`src/rtl/instr_fetch_unit.sv`:
```
`default_nettype none
// ============================================================================
// instr_fetch_unit : local instruction store with a small prefetch queue.
// Rev 1.0
// ============================================================================
module instr_fetch_unit #(
   parameter int IMEM_DEPTH = 16,
   parameter int QDEPTH     = 2
) (
   input  logic        clk,
   input  logic        rst_n,
   input  logic        load_en,
   input  logic [3:0]  load_addr,
   input  logic [31:0] load_data,
   input  logic        start,
   input  logic [7:0]  start_pc,
   input  logic        redirect_valid,
   input  logic [7:0]  redirect_pc,
   output logic        instr_valid,
   input  logic        instr_ready,
   output logic [31:0] instr,
   output logic [7:0]  instr_pc,
   output logic        busy,
   output logic        done
);
   localparam int         C_AW    = (IMEM_DEPTH > 1) ? $clog2(IMEM_DEPTH) : 1;
   localparam int         C_CW    = $clog2(QDEPTH + 1);
   localparam logic [8:0] C_DEPTH = 9'(IMEM_DEPTH);
   localparam logic [C_CW:0] C_QD = (C_CW + 1)'(QDEPTH);

   typedef enum logic [1:0] {IDLE = 2'd0, FETCH = 2'd1, HALT = 2'd2} state_t;

   state_t            state_q, state_d;
   logic [7:0]        pc_q, pc_d;
   logic [C_CW-1:0]   count_q, count_d;
   logic              inflight_q, inflight_d;
   logic [7:0]        infl_pc_q, infl_pc_d;
   logic [31:0]       q_instr_q [QDEPTH];
   logic [31:0]       q_instr_d [QDEPTH];
   logic [7:0]        q_pc_q [QDEPTH];
   logic [7:0]        q_pc_d [QDEPTH];

   logic [31:0]       mem [IMEM_DEPTH];
   logic [31:0]       rdata_q;

   logic              pop;
   logic              restart;
   logic              issue;
   logic              pc_in_range;
   logic [7:0]        new_pc;
   logic [C_CW-1:0]   base;
   logic [C_CW:0]     occ;

   // Store is not reset; the read register only captures on an issued read.
   always_ff @(posedge clk) begin
      if (load_en && ({5'b0, load_addr} < C_DEPTH)) begin
         mem[C_AW'(load_addr)] <= load_data;
      end
      if (issue) begin
         rdata_q <= mem[pc_q[C_AW-1:0]];
      end
   end

   always_comb begin
      state_d     = state_q;
      pc_d        = pc_q;
      inflight_d  = 1'b0;
      infl_pc_d   = infl_pc_q;
      q_instr_d   = q_instr_q;
      q_pc_d      = q_pc_q;
      issue       = 1'b0;
      pop         = (count_q != '0) & instr_ready;
      restart     = redirect_valid | start;
      new_pc      = redirect_valid ? redirect_pc : start_pc;
      pc_in_range = ({1'b0, pc_q} < C_DEPTH);
      base        = count_q - C_CW'(pop);
      occ         = {1'b0, base} + (C_CW + 1)'(inflight_q);

      if (pop) begin
         for (int i = 0; i < QDEPTH - 1; i++) begin
            q_instr_d[i] = q_instr_q[i + 1];
            q_pc_d[i]    = q_pc_q[i + 1];
         end
      end
      // Returning read lands behind whatever survives this cycle's pop.
      if (inflight_q) begin
         for (int i = 0; i < QDEPTH; i++) begin
            if (C_CW'(i) == base) begin
               q_instr_d[i] = rdata_q;
               q_pc_d[i]    = infl_pc_q;
            end
         end
      end
      count_d = base + C_CW'(inflight_q);

      case (state_q)
         IDLE, HALT: begin
            if (restart) begin
               state_d = FETCH;
               pc_d    = new_pc;
               count_d = '0;
            end
         end
         FETCH: begin
            if (restart) begin
               pc_d    = new_pc;
               count_d = '0;
            end else if (pc_in_range && (occ < C_QD)) begin
               issue      = 1'b1;
               pc_d       = pc_q + 8'd1;
               inflight_d = 1'b1;
               infl_pc_d  = pc_q;
            end else if (!pc_in_range && !inflight_q && (count_q == '0)) begin
               state_d = HALT;
            end
         end
         default: state_d = IDLE;
      endcase
   end

   always_ff @(posedge clk or negedge rst_n) begin
      if (!rst_n) begin
         state_q    <= IDLE;
         pc_q       <= '0;
         count_q    <= '0;
         inflight_q <= 1'b0;
         infl_pc_q  <= '0;
         q_instr_q  <= '{default: '0};
         q_pc_q     <= '{default: '0};
      end else begin
         state_q    <= state_d;
         pc_q       <= pc_d;
         count_q    <= count_d;
         inflight_q <= inflight_d;
         infl_pc_q  <= infl_pc_d;
         q_instr_q  <= q_instr_d;
         q_pc_q     <= q_pc_d;
      end
   end

   assign instr_valid = (count_q != '0);
   assign instr       = q_instr_q[0];
   assign instr_pc    = q_pc_q[0];
   assign busy        = (state_q == FETCH);
   assign done        = (state_q == HALT);

endmodule
`default_nettype wire

```
`config.mk`:
```
export PLATFORM = sky130hd
export DESIGN_NAME = instr_fetch_unit
export DESIGN_NICKNAME = d
export VERILOG_FILES = /design/src/rtl/instr_fetch_unit.sv
export SDC_FILE = /design/constraint.sdc
export NUM_CORES = 1
export LEC_CHECK = 0
export CELL_PAD_IN_SITES_DETAIL_PLACEMENT = 1
export CELL_PAD_IN_SITES_GLOBAL_PLACEMENT = 2
export CORE_AREA = 2 2 237 262
export DETAILED_ROUTE_END_ITERATION = 10
export DIE_AREA = 0 0 239 264
export PLACE_DENSITY_LB_ADDON = 0.2
export SKIP_CTS_REPAIR_TIMING = 1
export SYNTH_ARGS = -nofsm -noshare
export SYNTH_HDL_FRONTEND = slang
export SYNTH_SLANG_ARGS = --single-unit
```
`constraint.sdc`:
```
create_clock -name clk -period 2.3 [get_ports clk]
set_input_delay 0.46 -clock clk [delete_from_list [all_inputs] [get_ports clk]]
set_output_delay 0.46 -clock clk [all_outputs]
set_load 0.005 [all_outputs]
```
==> results by group, run 1 <==
Run status
  – Status: completed

Die
  – Row cnt: 95
  – Die area: 0.0631 mm^2
  – Io pins: 101
  – Chip Width: 239 um
  – Die Span Y: 264 um
  – CORE AREA: 0.0606 mm^2
  – Initial Util: 41.6%

Yosys
  – Synth Register Bits: 645
  – Synth Cell Area: 0.0252 mm^2
  – Asr flop ratio synth: 15.7%
  – YS warnings: 0
  – Most common cell in the netlist: edfxtp_1
  – Register area share after synthesis: 74.8%
  – Netlist cell types: 44
  – Simple-Gate Fraction of Synth Area: 2.42%
  – Post-synth top area share: 64.8%
  – Post-synth top cells: 544 x edfxtp_1, 176 x mux2i_1, 101 x dfrtp_1
  – Xor/xnor share of the synthesized area: 0%
  – Post-synthesis adder-cell area fraction: 0.149%
  – Mapped Nets: 1,448
  – Largest family of logic cells by synthesized area: multiplexers
  – Top cells by area, synth: edfxtp_1 65%, dfrtp_1 10%, mux2i_1 7.0%
  – Post-synthesis compound-gate area fraction: 5.19%
  – Top_reg_cell synth: edfxtp_1
  – Synth area leader: edfxtp_1
  – Number of synthesized flops with an enable pin: 544
  – Mean area per synthesized cell: 18.2 um^2
  – Mux cell area share after synthesis: 14.7%
  – Synth Instances: 1,387

Clocking
  – Clock transition at path regs: 60 ps
  – CTS tree: yes
  – Clk root buf: clkbuf_16
  – Clock sink count: 645
  – CTS buffer count: 67
  – Max Buffers Root-to-Sink: 3
  – Htree depth: 3
  – Skew-Pair Late Insertion Delay: 620 ps

Routing
  – 1st-pass router iterations: 5
  – WL final: 59,700 um
  – Post-route ant nets: 0
  – Vias: 13,100
  – Number of remaining DRC errors: 0
  – First DRT Iteration DRCs: 823
  – Vias/cell: 5.53
  – Wire per inst: 25.3 um

Timing
  – Slew HR: 58.1%
  – Period minus WS final: 2240 ps
  – Slew at the pin closest to its max-slew limit: 627 ps
  – WHS: 350 ps
  – F_max: 446 MHz
  – Slew Limit Fails: 0
  – Fin crit share: 97.5%
  – Hold Fails Final Rpt: 0
  – Setup violations, final: 0
  – Clock skew: 30.0 ps
  – Final worst setup slack: 57.8 ps

Layout
  – Area grow syn2layout: 19.1%
  – Final #Nets: 1,595
  – Share of cells above drive strength 1: 20.9%

Critical path
  – WP buf/inv: 1
  – Reg2reg start: pc_q[0]
  – Critical path capture point type: output pin
  – Arrival time worst endpoint: 1780 ps
  – Crit path kind: reg -> out
  – Worst path top cell family by delay: buffers and inverters
  – Startpoint Class: flip-flop
  – Worst path slowest cell: clkdlybuf4s50_1
  – CP max FO: 7
  – Critical path origin: state_q[1]
  – Req. time, crit path: 1840 ps
  – Cell Chain, Critical Path: nor2b_1 > clkdlybuf4s50_1
  – Crit path largest cell delay: 550 ps

Power and ir drop
  – P_leak: 10.9 nW
  – Pwr/cell area: 923 mW/mm^2
  – Maximum vdd drop: 603 uV

Hold path
  – Worst hold-check path type: in -> async

Run
  – Max-cap check violation count: 0

Placement
  – Pre-CTS setup slack: -286 ps
  – Port bufs: 100
  – DPL Wire Length: 36,700 um
  – Placer Congestion: 0.743

GRT
  – Initial antenna violation count: 3
  – First-pass GRT wire length: 90,200 um
  – Largest net degree at the start of global routing: 81
  – Vias in the first global route: 14,200
  – Global-route usage over all layers: 19.4%
  – Total congestion overflow: 0
## per-layer routing
| layer | part of all wire, % | routed length [um] | vias up | track usage [%] |
|---|---|---|---|---|
| met2 | 49 | 29400 | 275 | 32.1 |
| li1 | - | - | 5752 | - |
| met3 | 4.1 | 2460 | 90 | 2.86 |
| met1 | 44 | 26400 | 6936 | 26.3 |
| met5 | 0 | 0 | - | 0 |
| met4 | 2.4 | 1450 | 0 | 6.55 |
## layout by cell type, fill, tap and decap left out, types with 2 or more instances in the layout
master / count
nor2b_1: 4
a22oi_1: 32
clkdlybuf4s50_1: 99
and2_1: 4
clkinv_1: 13
nor2_4: 12
nand2_1: 81
buf_12: 43
buf_4: 57
o22a_1: 3
a221oi_1: 32
clkinv_2: 7
clkbuf_1: 16
inv_6: 6
dfrtp_2: 4
mux2_2: 44
nor2_1: 5
nor2b_4: 2
o211ai_1: 32
clkbuf_16: 68
mux4_2: 64
dfrtp_4: 3
clkinvlp_4: 3
mux2i_1: 176
edfxtp_1: 544
nand2b_1: 3
nor3_4: 4
ha_1: 3
nor3_1: 3
o21ai_0: 78
dfrtp_1: 94
nand3_1: 2
inv_1: 4
a21oi_1: 6
nand3b_1: 3
bufinv_16: 4
## report_power, final
| part | total, mW | internal [mW] | switching, mW |
|---|---|---|---|
| combinational | 3.86 | 1.79 | 2.07 |
| sequential | 13.6 | 13.2 | 0.335 |
| clock | 10.3 | 5.90 | 4.41 |
| total | 27.7 | 20.9 | 6.81 |
## cell families after synthesis
family,Yosys count
and+or+nand+nor,133
muxes,284
AOI/OAI and AO/OA,195
DFF,645
buffers and inverters,127
adders and majority gates,3
## state kept, by name, summed over array words and instances (netlist names)
| register | cells |
|---|---|
| count_q | 2 |
| infl_pc_q | 8 |
| inflight_q | 1 |
| instr | 32 |
| instr_pc | 8 |
| mem | 512 |
| pc_q | 8 |
| q_instr_q | 32 |
| q_pc_q | 8 |
| rdata_q | 32 |
| state_q | 2 |
## final timing paths
kind                          endpoint  slack (ps)  depth (start not counted)
min                         count_q[0]         350                          2
max                               done          60                          2
min in group clk             instr[16]         490                          2
max reg2reg                rdata_q[30]         100                          5
max in group asynchronous    instr[19]        1250                          3
min reg2reg                  instr[16]         490                          2
## through the flow
stage | cell area [um^2] | power [mW] | setup TNS (ps) | utilization (%) | std cells
6_report | 30000 | 27.7 | 0 | 49.6 | 2359
5_1_grt | 30000 | 28.7 | -0.915 | 49.5 | 2358
2_1_floorplan | 25300 | 15.9 | -58040 | - | 1387
4_1_cts | 30000 | 28.1 | -187 | 49.5 | 2356
3_3_place_gp | 28000 | 17.6 | -15500 | 46.1 | 2239
3_5_place_dp | 28000 | 17.7 | -20230 | 46.1 | 2239
## area by class of cell
class / instances / area (um^2)
clock inverters: 33 / 288
flip-flops and latches: 645 / 18900
repair buffers: 200 / 2290
inverters: 5 / 22.5
clock buffers: 84 / 1760
well taps: 776 / 971
multi-input cells: 615 / 5820
fillers: 5548 / 30600
diodes: 1 / 2.50
## worst reg2reg max path, cell delays in order, from the launching register on
cell      delay (ps)
dfrtp_4          540
buf_12           250
buf_12           260
mux4_2           560
o211ai_1         230
nand2_1          100
Power figures use the tool's default switching activity.
==> run 2: changes to the inputs <==
- ABC_AREA: default -> 1
- CORE_AREA: 2 2 237 262 -> 2 2 271 300
- DIE_AREA: 0 0 239 264 -> 0 0 273 302
==> run 2 against run 1 <==
Synthesized cell count increased by 110%. Non-clock buffer count increased by 8. Total power increased by 22%. Largest power group unchanged. Critical endpoint is now busy. Critical path type unchanged. Setup slack improved by 44 ps.
==> results by group, run 2 <==
Yosys
  – Register area share after synthesis: 66.7% (-8.1 points)
  – Number of synthesized flops with an enable pin: 544 (unchanged)
  – Synth Cell Area: 0.0283 mm^2 (+12%)
  – Post-synth top area share: 57.7% (-7.0 points)
  – Post-synth top cells: 982 x nand2_1, 544 x edfxtp_1, 532 x inv_1
  – Most common cell in the netlist: nand2_1
  – Netlist cell types: 28 (-36%)
  – Asr flop ratio synth: 15.7% (unchanged)
  – Mean area per synthesized cell: 9.86 um^2 (-46%)
  – Synth Instances: 2,869 (+110%)
  – Synth Register Bits: 645 (unchanged)
  – Synth area leader: edfxtp_1
  – Top cells by area, synth: edfxtp_1 58%, nand2_1 13%, dfrtp_1 8.9%
  – Mapped Nets: 2,930 (+100%)
  – Top_reg_cell synth: edfxtp_1
  – YS warnings: 0 (unchanged)

Layout
  – Share of cells above drive strength 1: 8.33% (-13 points)
  – Commonest cells after routing, fill and taps aside: 981 x nand2_1, 544 x edfxtp_1, 532 x inv_1, 369 x nand3_1, 98 x clkdlybuf4s50_1
  – Most common cell after layout, fill and taps aside: nand2_1
  – Final Cell Area: 0.0333 mm^2 (+11%)
  – Area grow syn2layout: 17.8%
  – Largest reg by FF count: mem
  – # diodes: 0 (-1)
  – Max reg flops: 512 (unchanged)
  – Final #Nets: 3,040 (+91%)
  – Fill count: 8,962 (+62%)

Critical path
  – R2R Setup Slk: 260 ps (+160 ps)
  – Critical path origin: state_q[0]
  – CP max FO: 6 (-1)
  – R2R Path End: rdata_q[6]
  – Arrival time worst endpoint: 1740 ps (-40 ps)
  – Crit path kind: reg -> out
  – Critical path capture point type: output pin
  – Reg2reg start: pc_q[1]
  – Worst Setup EP: busy
  – Startpoint Class: flip-flop
  – Worst R2R Path Depth: 8 (+3)
  – Req. time, crit path: 1840 ps (about the same)

Routing
  – 1st-pass router iterations: 5 (unchanged)
  – Number of remaining DRC errors: 0 (unchanged)
  – Wire per inst: 19.6 um (-23%)
  – Vias/cell: 4.69 (-15%)
  – WL final: 80,200 um (+34%)
  – First DRT Iteration DRCs: 1,133 (+38%)
  – Vias: 19,200 (+47%)
  – Post-route ant nets: 0 (unchanged)

Die
  – Initial Util: 35.5% (-6.1 points)
  – Io pins: 101 (unchanged)
  – CORE AREA: 0.0796 mm^2 (+31%)
  – Die Span Y: 302 um (+14%)
  – Chip Width: 273 um (+14%)
  – Row cnt: 109 (+15%)
  – Die area: 0.0824 mm^2 (+31%)

GRT
  – Global-route usage over all layers: 19.7% (+0.35 points)
  – Largest net degree at the start of global routing: 81 (unchanged)
  – Vias in the first global route: 20,200 (+42%)
  – First-pass GRT wire length: 122,000 um (+36%)
  – Initial antenna violation count: 4 (+1)
  – Total congestion overflow: 0 (unchanged)

Clocking
  – Clock transition at path regs: 60 ps (about the same)
  – Htree depth: 3 (unchanged)
  – CTS tree: yes
  – CTS buffer count: 74 (+10%)
  – Clk root buf: clkbuf_16
  – Clock sink count: 645 (unchanged)
  – Max Buffers Root-to-Sink: 3 (unchanged)
  – Skew-Pair Late Insertion Delay: 610 ps (about the same)

Run
  – Max-cap check violation count: 0 (unchanged)

Placement
  – DPL Wire Length: 51,200 um (+39%)
  – Port bufs: 100 (unchanged)
  – Pre-CTS setup slack: -7.72 ps (+278 ps)
  – Placer Congestion: 0.770 (+3.7%)
  – Dpl cell area: 0.0310 mm^2 (+11%)

Timing
  – F_max: 455 MHz (+2.0%)
  – Slew at the pin closest to its max-slew limit: 797 ps (+170 ps)
  – Fin crit share: 95.6% (-1.9 points)
  – Slew HR: 46.8% (-11 points)
  – Clock skew: 26.2 ps (-3.72 ps)
  – RSZ-0062 raised after global routing: no
  – Slew Limit Fails: 0 (unchanged)
  – Setup violations, final: 0 (unchanged)
  – Period minus WS final: 2200 ps (-43.8 ps)
  – Hold Fails Final Rpt: 0 (unchanged)
  – WHS: 369 ps (+19.0 ps)
  – Final worst setup slack: 102 ps (+43.8 ps)

Power and ir drop
  – Maximum vdd drop: 577 uV (-4.5%)
  – P_leak: 14.7 nW (+35%)
  – Pwr/cell area: 1010 mW/mm^2 (+10%)

Run status
  – Status: completed

Hold path
  – Worst hold-check path type: in -> async
==> run 2: changes by cell type after synthesis, sizes merged, moves of 25 or more <==
cell and change:
nand2 +904, inv +534, nand3 +368, mux2i -176
buf +71, mux4 -64, mux2 -44, a221oi -32
a22oi -32, o211ai -32, nor2 +25
==> run 2: worst min path at each step <==
| stage | startpoint | end | depth (start not counted) |
|---|---|---|---|
| 6_report | rst_n | instr[0] | 2 |
| 5_1_grt | rst_n | pc_q[7] | 2 |
| 4_1_cts | rst_n | instr[0] | 1 |
| 3_5_place_dp | rst_n | q_instr_q[0] | 1 |
| 3_3_place_gp | rst_n | instr[0] | 1 |
| 2_1_floorplan | rst_n | count_q[0] | 0 |
==> run 2: metal layers <==
| metal | up-vias | part of all wire (%) | track usage [%] | wire, um |
|---|---|---|---|---|
| met5 | - | 0.016 | 0 | 13 |
| met4 | 2 | 2.5 | 5.95 | 1990 |
| met3 | 119 | 3.4 | 2.43 | 2730 |
| met2 | 278 | 52 | 36.1 | 41500 |
| met1 | 9531 | 42 | 24.3 | 34000 |
| li1 | 9251 | - | - | - |
==> run 2: power breakdown <==
part	internal [mW]	switching, mW
clock network	6.72	4.71
logic	2.87	5.68
registers	13.5	0.381
total	23.1	10.8
==> run 2: cell families after synthesis <==
kind of cell,synth area share (%)
buffers and inverters,10.8
adders and majority gates,0.133
DFF,66.7
and+or+nand+nor,20.6
AOI/OAI and AO/OA,1.81
==> run 2: cell type report <==
cell class | count | area [um^2] | share of cell area, %
Clock buffer | 109 | 2120 | 6.35
Clock inverter | 25 | 210 | 0.631
Inverter | 541 | 2040 | 6.12
Multi-Input combinational cell | 1509 | 6510 | 19.5
Sequential cell | 645 | 18900 | 56.6
Tap cell | 1054 | 1320 | 3.96
Timing Repair Buffer | 208 | 2270 | 6.81
==> run 2: critical path: stages, from the launching register on <==
cell             delay, ps
dfrtp_2                410
inv_2                   70
nor2_4                 130
clkdlybuf4s50_1        520
==> run 2: through the flow <==
stage | setup TNS, ps | util [%] | total power [mW] | std cells
global route | 0 | 41.9 | 35.6 | 4091
detailed placement | -93.2 | 38.9 | 22.8 | 3955
finish | 0 | 41.9 | 33.8 | 4091
CTS | 0 | 41.8 | 34.4 | 4089
global placement | 0 | 38.9 | 22.7 | 3955
floorplan | -48750 | - | 19.1 | 2869
